### src/rtl/sprite_anim_ctrl.sv
// rtl/sprite_anim_ctrl.sv - walking sprite position, facing and frame animation controller
module sprite_anim_ctrl #(
  parameter int SPR_W      = 60,
  parameter int SPR_H      = 80,
  parameter int NUM_FRAMES = 4,
  parameter int FRAME_DIV  = 8,
  parameter int STEP       = 2,
  parameter int SCREEN_W   = 640,
  parameter int SCREEN_H   = 480,
  parameter int START_X    = 290,
  parameter int START_Y    = 200
) (
  input  logic        clk,
  input  logic        rst,
  input  logic [10:0] hc,
  input  logic [10:0] vc,
  input  logic        btn_l,
  input  logic        btn_r,
  input  logic        btn_u,
  input  logic        btn_d,
  input  logic        pause,
  output logic [10:0] x0,
  output logic [10:0] y0,
  output logic [10:0] x1,
  output logic [10:0] y1,
  output logic [9:0]  sprite_num,
  output logic [1:0]  state_o
);

  typedef enum logic [1:0] {
    IDLE  = 2'd0,
    WALK  = 2'd1,
    PAUSE = 2'd2
  } state_t;

  localparam int FB = (NUM_FRAMES > 1) ? $clog2(NUM_FRAMES) : 1;
  localparam int DB = (FRAME_DIV > 1) ? $clog2(FRAME_DIV) : 1;
  localparam logic [FB-1:0] FRAME_LAST = FB'(NUM_FRAMES - 1);
  localparam logic [DB-1:0] DIV_LAST   = DB'(FRAME_DIV - 1);
  localparam logic signed [11:0] C_STEP = 12'(STEP);
  localparam logic signed [11:0] C_XMAX = 12'(SCREEN_W - SPR_W);
  localparam logic signed [11:0] C_YMAX = 12'(SCREEN_H - SPR_H);

  state_t        r_state;
  logic          r_cond_q;
  logic          r_face_left;
  logic [FB-1:0] r_frame;
  logic [DB-1:0] r_div;
  logic [10:0]   r_x0, r_y0, r_x1, r_y1;
  logic [9:0]    r_sprite;

  logic                w_cond, w_tick;
  logic                w_go_l, w_go_r, w_go_u, w_go_d, w_any;
  logic signed [11:0]  w_x_sum, w_y_sum;
  logic [10:0]         w_x_new, w_y_new;
  logic [FB-1:0]       w_frame_nx;
  logic [DB-1:0]       w_div_nx;
  logic                w_face_nx;

  // ROM column of a frame: left-facing frames sit after the right-facing block
  function automatic logic [9:0] sprite_of(input logic [FB-1:0] f, input logic left);
    int v;
    v = int'(f) * SPR_W + (left ? NUM_FRAMES * SPR_W : 0);
    return v[9:0];
  endfunction

  // One tick per raster frame: the start of vertical blanking, edge-detected so long holds count once
  assign w_cond = (vc == 11'(SCREEN_H)) && (hc == 11'd0);
  assign w_tick = w_cond & ~r_cond_q;

  // Opposing buttons cancel their axis; all four together count as nothing pressed
  assign w_go_l = btn_l & ~btn_r;
  assign w_go_r = btn_r & ~btn_l;
  assign w_go_u = btn_u & ~btn_d;
  assign w_go_d = btn_d & ~btn_u;
  assign w_any  = (btn_l | btn_r | btn_u | btn_d) & ~(btn_l & btn_r & btn_u & btn_d);
  assign w_face_nx = w_go_l ? 1'b1 : (w_go_r ? 1'b0 : r_face_left);

  // Candidate position with signed headroom, then clamped to keep the sprite on screen
  always_comb begin
    w_x_sum = $signed({1'b0, r_x0});
    w_y_sum = $signed({1'b0, r_y0});
    if (w_go_l) w_x_sum = w_x_sum - C_STEP;
    if (w_go_r) w_x_sum = w_x_sum + C_STEP;
    if (w_go_u) w_y_sum = w_y_sum - C_STEP;
    if (w_go_d) w_y_sum = w_y_sum + C_STEP;
    if (w_x_sum < 12'sd0)       w_x_new = 11'd0;
    else if (w_x_sum > C_XMAX)  w_x_new = C_XMAX[10:0];
    else                        w_x_new = w_x_sum[10:0];
    if (w_y_sum < 12'sd0)       w_y_new = 11'd0;
    else if (w_y_sum > C_YMAX)  w_y_new = C_YMAX[10:0];
    else                        w_y_new = w_y_sum[10:0];
  end

  // Animation divider: the frame index advances once every FRAME_DIV walking ticks
  always_comb begin
    w_div_nx   = r_div;
    w_frame_nx = r_frame;
    if (r_div == DIV_LAST) begin
      w_div_nx   = '0;
      w_frame_nx = (r_frame == FRAME_LAST) ? '0 : r_frame + FB'(1);
    end else begin
      w_div_nx = r_div + DB'(1);
    end
  end

  // State machine and all registered outputs; nothing moves except on a frame tick
  always_ff @(posedge clk) begin
    if (rst) begin
      r_state     <= IDLE;
      r_cond_q    <= 1'b0;
      r_face_left <= 1'b0;
      r_frame     <= '0;
      r_div       <= '0;
      r_x0        <= 11'(START_X);
      r_y0        <= 11'(START_Y);
      r_x1        <= 11'(START_X + SPR_W);
      r_y1        <= 11'(START_Y + SPR_H);
      r_sprite    <= '0;
    end else begin
      r_cond_q <= w_cond;
      if (w_tick) begin
        if (pause) begin
          r_state <= PAUSE;
        end else if (w_any) begin
          r_state     <= WALK;
          r_x0        <= w_x_new;
          r_y0        <= w_y_new;
          r_x1        <= w_x_new + 11'(SPR_W);
          r_y1        <= w_y_new + 11'(SPR_H);
          r_div       <= w_div_nx;
          r_frame     <= w_frame_nx;
          r_face_left <= w_face_nx;
          r_sprite    <= sprite_of(w_frame_nx, w_face_nx);
        end else begin
          r_state  <= IDLE;
          r_div    <= '0;
          r_frame  <= '0;
          r_sprite <= sprite_of('0, r_face_left);
        end
      end
    end
  end

  assign x0         = r_x0;
  assign y0         = r_y0;
  assign x1         = r_x1;
  assign y1         = r_y1;
  assign sprite_num = r_sprite;
  assign state_o    = r_state;

endmodule

### config.mk
export PLATFORM = sky130hd
export DESIGN_NAME = sprite_anim_ctrl
export DESIGN_NICKNAME = d
export VERILOG_FILES = /design/src/rtl/sprite_anim_ctrl.sv
export SDC_FILE = /design/constraint.sdc
export NUM_CORES = 1
export LEC_CHECK = 0
export CORE_MARGIN = 1
export CORE_UTILIZATION = 45
export DETAILED_ROUTE_END_ITERATION = 10
export GPL_ROUTABILITY_DRIVEN = 1
export PLACE_DENSITY_LB_ADDON = 0.1
export SYNTH_ARGS = -nofsm -noshare
export SYNTH_HDL_FRONTEND = slang
export SYNTH_SLANG_ARGS = --single-unit
### constraint.sdc
create_clock -name clk -period 4.75 [get_ports clk]
set_input_delay 0.7125 -clock clk [delete_from_list [all_inputs] [get_ports clk]]
set_output_delay 0.7125 -clock clk [all_outputs]
set_load 0.01 [all_outputs]
After elaboration in Yosys (flattened, before gate mapping)
Index checks and enable logic that the tools add are counted.
{ "totals": {"input_bits": 29, "regBits": 63, "out_inout_bits": 56} }
{ "op_classes": {"bitwise_logic": 19, "magnitude_cmp": 4, "n_mux": 20, "mul": 1, "n_reduce_logical": 4, "eq_ne": 3, "addsub": 9} }
{ "ops": {"columns": ["op", "n"], "rows": [
  ["12-bit 2-to-1 mux", 4],
  ["11-bit 2-to-1 mux", 4],
  ["12-bit by 3-bit adder with 12-bit output (second input constant)", 2],
  ["12-bit by 1-bit less-than comparator with 1-bit output (second input constant)", 2],
  ["11-bit by 2-bit subtractor with 12-bit output (second input constant)", 2],
  ["8-bit 2-to-1 mux", 2],
  ["12-bit by 10-bit greater-than comparator with 1-bit output (second input constant)", 1],
  ["12-bit by 11-bit greater-than comparator with 1-bit output (second input constant)", 1],
  ["11-bit by 6-bit adder with 11-bit output (second input constant)", 1],
  ["11-bit by 7-bit adder with 11-bit output (second input constant)", 1],
  ["11-bit by 9-bit == test with 1-bit output (second input constant)", 1],
  ["11-bit zero test", 1],
  ["8-bit by 8-bit adder with 9-bit output", 1],
  ["1-bit bitwise AND", 9],
  ["9-bit 2-to-1 mux", 1],
  ["2-bit 2-to-1 mux", 4],
  ["1-bit inverter", 7],
  ["2-bit by 4-bit multiplier with 6-bit output (second input constant)", 1],
  ["3-bit 2-to-1 mux", 2],
  ["3-bit by 1-bit adder with 3-bit output (second input constant)", 1],
  ["3-bit == test (second input constant)", 1],
  ["1-bit 2-to-1 mux", 3],
  ["1-bit bitwise OR", 3],
  ["3-bit AND reduction", 1],
  ["other kinds (4)", 4]
]} }

Depth between registers and ports, before layout
{ "depth": {"depth_word": 9, "ltp_mapped": 18, "ltp_nobuf": 17} }

Worst setup path before layout
OpenSTA, ideal clock, no wires.
{ "synth_path": {"path_kind": "input-to-reg", "startpoint": "in btn_u", "endpoint": "reg r_y1[6], in the netlist y1[6]", "setup_time_ns": 0.074, "stages": 17, "path_slack_ns": 0.761, "arrival_ns": 3.915, "t_required_ns": 4.676, "path_cell_list": "clkbuf_1 -> nor2b_1 -> mux2i_1 -> ha_1 -> nand4b_1 -> mux2i_1 -> mux4_2 -> a21oi_1 -> nor4b_1 -> a2111o_1 -> buf_6 -> nand2_1 -> nor2_1 -> ha_1 -> nor4_1 -> a31oi_1 -> o211ai_2"} }
{ "synth_between": {"elab_chain_cells": 8} }
{ "synth_lines": {"columns": ["item", "line_no", "text"], "rows": [
  ["start: declaration", "19", "input logic btn_u,"],
  ["1-bit bitwise AND", "74", "assign w_go_u = btn_u & ~btn_d;"],
  ["12-bit 2-to-1 mux", "85", "if (w_go_u) w_y_sum = w_y_sum - C_STEP;"],
  ["12-bit by 3-bit adder with 12-bit output", "86", "if (w_go_d) w_y_sum = w_y_sum + C_STEP;"],
  ["12-bit 2-to-1 mux (*)", "86", null],
  ["12-bit by 10-bit greater-than comparator with 1-bit output", "91", "else if (w_y_sum > C_YMAX) w_y_new = C_YMAX[10:0];"],
  ["11-bit 2-to-1 mux", "91", null],
  ["11-bit 2-to-1 mux (*)", "90", "if (w_y_sum < 12'sd0) w_y_new = 11'd0;"],
  ["net w_y_new[5]", "55", "logic [10:0] w_x_new, w_y_new;"],
  ["11-bit by 7-bit adder with 11-bit output (*)", "130", "r_y1 <= w_y_new + 11'(SPR_H);"],
  ["end signal: assignment", "118", "r_y1 <= 11'(START_Y + SPR_H);"],
  ["end signal: assignment", "130", null],
  ["end: declaration", "49", "logic [10:0] r_x0, r_y0, r_x1, r_y1;"]
]} }
Mark *: on every way through the listed nets, which the timed path passes. The rest lies on a longest branch.
A chain may end at the register's enable or synchronous reset.

Final worst setup path
{ "layout_path": {"startpoint": "in btn_l", "endpoint": "reg r_x1[8], in the netlist x1[8]"} }
{ "layout_between": {"elab_chain_cells": 8} }
{ "layout_lines": {"columns": ["item", "line_no", "text"], "rows": [
  ["start: declaration", "17", "input logic btn_l,"],
  ["1-bit bitwise AND", "72", "assign w_go_l = btn_l & ~btn_r;"],
  ["12-bit 2-to-1 mux", "83", "if (w_go_l) w_x_sum = w_x_sum - C_STEP;"],
  ["12-bit by 3-bit adder with 12-bit output", "84", "if (w_go_r) w_x_sum = w_x_sum + C_STEP;"],
  ["12-bit 2-to-1 mux", "84", null],
  ["12-bit by 11-bit greater-than comparator with 1-bit output", "88", "else if (w_x_sum > C_XMAX) w_x_new = C_XMAX[10:0];"],
  ["11-bit 2-to-1 mux", "88", null],
  ["11-bit 2-to-1 mux", "87", "if (w_x_sum < 12'sd0) w_x_new = 11'd0;"],
  ["11-bit by 6-bit adder with 11-bit output", "129", "r_x1 <= w_x_new + 11'(SPR_W);"],
  ["end signal: assignment", "117", "r_x1 <= 11'(START_X + SPR_W);"],
  ["end signal: assignment", "129", null],
  ["end: declaration", "49", null]
]} }
Parallel ways exist; a longest one is shown, timed or not.

==> impl_metrics.env <==
export IMPL_worstSetupStartpointType="input port"
export IMPL_min_path_type="flop to flop"
export IMPL_synthFlopType="dfxtp_1"
export IMPL_crit_fanout=11
export IMPL_tns_ps=0
export IMPL_dr_pass1_iters=5
export IMPL_dieWidth_microns=94.6
export IMPL_detail_route_antenna_nets=0
export IMPL_drc=0
export IMPL_grt_first_pass_wirelength_microns=16800
export IMPL_maxCapViolCount=0
export IMPL_cts_htree_levels=2
export IMPL_ys_seq_elements=51
export IMPL_vias=3930
export IMPL_ys_seq_area_frac=0.264
export IMPL_clk_latency_ps=310
export IMPL_grt_max_degree=35
export IMPL_root_buffer="clkbuf_8"
export IMPL_netlist_area_sq_um=3860
export IMPL_boundaryPins=85
export IMPL_holdPathStages=2
export IMPL_synth_distinct_cells=74
export IMPL_pwr_density_cell_nw_per_um2=172
export IMPL_cp_required_ps=4970
export IMPL_nets=605
export IMPL_routed_wl_microns=10300
export IMPL_gp_congestion=0.900
export IMPL_fin_util=0.583
export IMPL_syn_to_final_growth_pct=24.7
export IMPL_syn_avg_cell_area_sq_um=7.82
export IMPL_hold_viol=0
export IMPL_fp_dieH_microns=94.6
export IMPL_r2r_end="x1[8]$_SDFFE_PP1P_"
export IMPL_grt_pass1_vias=3571
export IMPL_async_reset_ff_frac=0
export IMPL_overflow=0
export IMPL_register_area_sq_um=1020
export IMPL_die_area_sq_um=8950
export IMPL_ctsHoldBuffers=0
export IMPL_diodes=0
export IMPL_cts_clk_slew_worst_paths_ps=100
export IMPL_setup_viol_count_final=0
export IMPL_via_per_inst=5.91
export IMPL_fillers=793
export IMPL_tritoncts="yes"
export IMPL_finalNonFillerCells=665
export IMPL_fin_skew_ps=9.78
export IMPL_cts_buffers=5
export IMPL_num_rows=33
export IMPL_dpl_hpwl_microns=7810
export IMPL_drt_initial_drc_count=255
export IMPL_clock_sinks=51
export IMPL_coreArea_sq_um=8260
export IMPL_critPathKind="input port to flop"
export IMPL_setup_slack_ps=518
export IMPL_cts_resized=0
export IMPL_synth_edff_count=0
export IMPL_endpoint_kind="flop"
export IMPL_p_leak_nw=1.81
export IMPL_synthCells=494
export IMPL_dp_cells=657
export IMPL_critPathArrivalTime_ps=4450
export IMPL_clockBufferDepth=2
export IMPL_grt_use_total=0.234
export IMPL_relSlewSlack=0.518
export IMPL_yosysWarnings=0
export IMPL_layout_cells_most_common_list="clkdlybuf4s50_1, dfxtp_1, a21oi_1, nor2_1, nand2_1"
export IMPL_avgRoutedWirePerCell_microns=15.5
export IMPL_reg2regPathDepth=15
export IMPL_cp_startpoint="btn_l"
export IMPL_start_util=0.468
export IMPL_worst_slew_pin_slew_ps=705
export IMPL_multiInputGateArea_sq_um=2580
export IMPL_period_needed_ps=4230
export IMPL_antenna_found_initial=0
export IMPL_port_buffer_count=77
export IMPL_status="complete, no violations"
export IMPL_endpoint="x1[8]$_SDFFE_PP1P_"
export IMPL_worstReg2RegStart="x0[1]$_SDFFE_PP1P_"
export IMPL_rrSetupSlack_ps=760
export IMPL_final_common_cell="clkdlybuf4s50_1"
export IMPL_slew_violations=0
export IMPL_rsz0062_at_grt="false"
export IMPL_vdd_drop_max_mv=0.173
export IMPL_dp_slack_ps=176
export IMPL_min_period_over_period=0.891
export IMPL_fmax_mhz=236
export IMPL_drive_above_1_share=0.0768
export IMPL_cts_setup_buffers=0
==> final cells by class <==
type / count / area share
Inverter: 17 / 0.0133
Clock inverter: 2 / 0.00728
Clock buffer: 6 / 0.0172
Tap cell: 105 / 0.0273
Timing Repair Buffer: 94 / 0.187
Multi-Input combinational cell: 390 / 0.536
Sequential cell: 51 / 0.212
==> power breakdown <==
part	switching, mW	internal (mW)
Clock	0.147	0.171
Sequential	0.00227	0.428
Combinational	0.0399	0.0395
==> flip-flops by register name, summed over array words and instances (netlist names) <==
name	cells
x1	9
x0	10
y0	10
sprite_num	6
state_o	2
y1	7
r_div	3
r_frame	2
r_face_left	1
r_cond_q	1
==> layer usage <==
| layer | global-route usage | up-vias | routed length (microns) |
|---|---|---|---|
| met1 | 0.314 | 1867 | 4770 |
| li1 | - | 1944 | - |
| met5 | 0 | - | 0 |
| met4 | 0.0694 | 0 | 93 |
| met3 | 0.0419 | 10 | 521 |
| met2 | 0.380 | 109 | 4910 |
==> stage by stage <==
stage	hold WS, ps	area (sq um)	total power [mW]
3_3_place_gp	440	4700	0.517
5_1_grt	479	4810	0.862
3_5_place_dp	451	4700	0.519
2_1_floorplan	436	3880	0.487
4_1_cts	465	4810	0.839
6_report	463	4810	0.827
==> worst min-delay path by stage <==
| stage | from | endpoint | slack, ps |
|---|---|---|---|
| floorplan | r_div[1]$_SDFFE_PP0P_ | r_div[1]$_SDFFE_PP0P_ | 440 |
| global placement | sprite_num[3]$_SDFFE_PP0P_ | sprite_num[3]$_SDFFE_PP0P_ | 440 |
| detailed placement | y1[7]$_SDFFE_PP0P_ | y1[7]$_SDFFE_PP0P_ | 450 |
| CTS | r_div[1]$_SDFFE_PP0P_ | r_div[1]$_SDFFE_PP0P_ | 470 |
| global route | sprite_num[6]$_SDFFE_PP0P_ | sprite_num[6]$_SDFFE_PP0P_ | 480 |
| finish | r_div[1]$_SDFFE_PP0P_ | r_div[1]$_SDFFE_PP0P_ | 460 |
==> cells in the mapped netlist, types with 3 or more instances <==
| library cell | count | share of area |
|---|---|---|
| a2bb2oi_1 | 3 | 0.0068 |
| nand4_1 | 12 | 0.019 |
| a31oi_1 | 6 | 0.0097 |
| a21o_1 | 3 | 0.0058 |
| nor4_1 | 9 | 0.015 |
| a211oi_1 | 6 | 0.012 |
| nor2_1 | 39 | 0.038 |
| dfxtp_1 | 51 | 0.26 |
| o21ai_0 | 15 | 0.019 |
| buf_1 | 3 | 0.0029 |
| nand2b_1 | 5 | 0.0081 |
| o31ai_1 | 11 | 0.021 |
| o211ai_1 | 7 | 0.014 |
| nor2b_1 | 3 | 0.0049 |
| nor3_1 | 25 | 0.032 |
| and3_1 | 13 | 0.021 |
| or3_1 | 3 | 0.0049 |
| nand2_1 | 38 | 0.037 |
| ha_1 | 17 | 0.055 |
| inv_1 | 17 | 0.017 |
| buf_4 | 12 | 0.023 |
| a2111o_1 | 3 | 0.0087 |
| nand3_1 | 17 | 0.022 |
| a21oi_1 | 42 | 0.054 |
| nand4b_1 | 3 | 0.0068 |
| clkbuf_1 | 20 | 0.019 |
| or4_1 | 8 | 0.016 |
| nand3b_1 | 3 | 0.0058 |
| and2_1 | 4 | 0.0065 |
| xor2_1 | 8 | 0.018 |
| or2_2 | 3 | 0.0049 |
| buf_2 | 4 | 0.0052 |
| mux2i_1 | 7 | 0.018 |
| xnor2_1 | 23 | 0.052 |
==> critical path, stage by stage <==
cell	delay [ps]
clkdlybuf4s50_1	620
nand2b_1	190
o21ai_0	250
ha_1	220
nand3b_1	160
nor3_1	380
nor3b_1	130
o41ai_2	430
o31ai_1	210
nor3_2	210
nand2_1	70
ha_1	220
a2111o_1	370
a2bb2oi_1	130
o21a_1	110
==> cell families after synthesis <==
logic type / synth area share
AOI/OAI and AO/OA: 0.217
xor gates and xnor gates: 0.0745
adders and majority gates: 0.0551
buffers and inverters: 0.0729
DFF: 0.264
muxes: 0.0298
other: 0.000971
and+or+nand+nor: 0.285
Power figures use the tool's default switching activity.
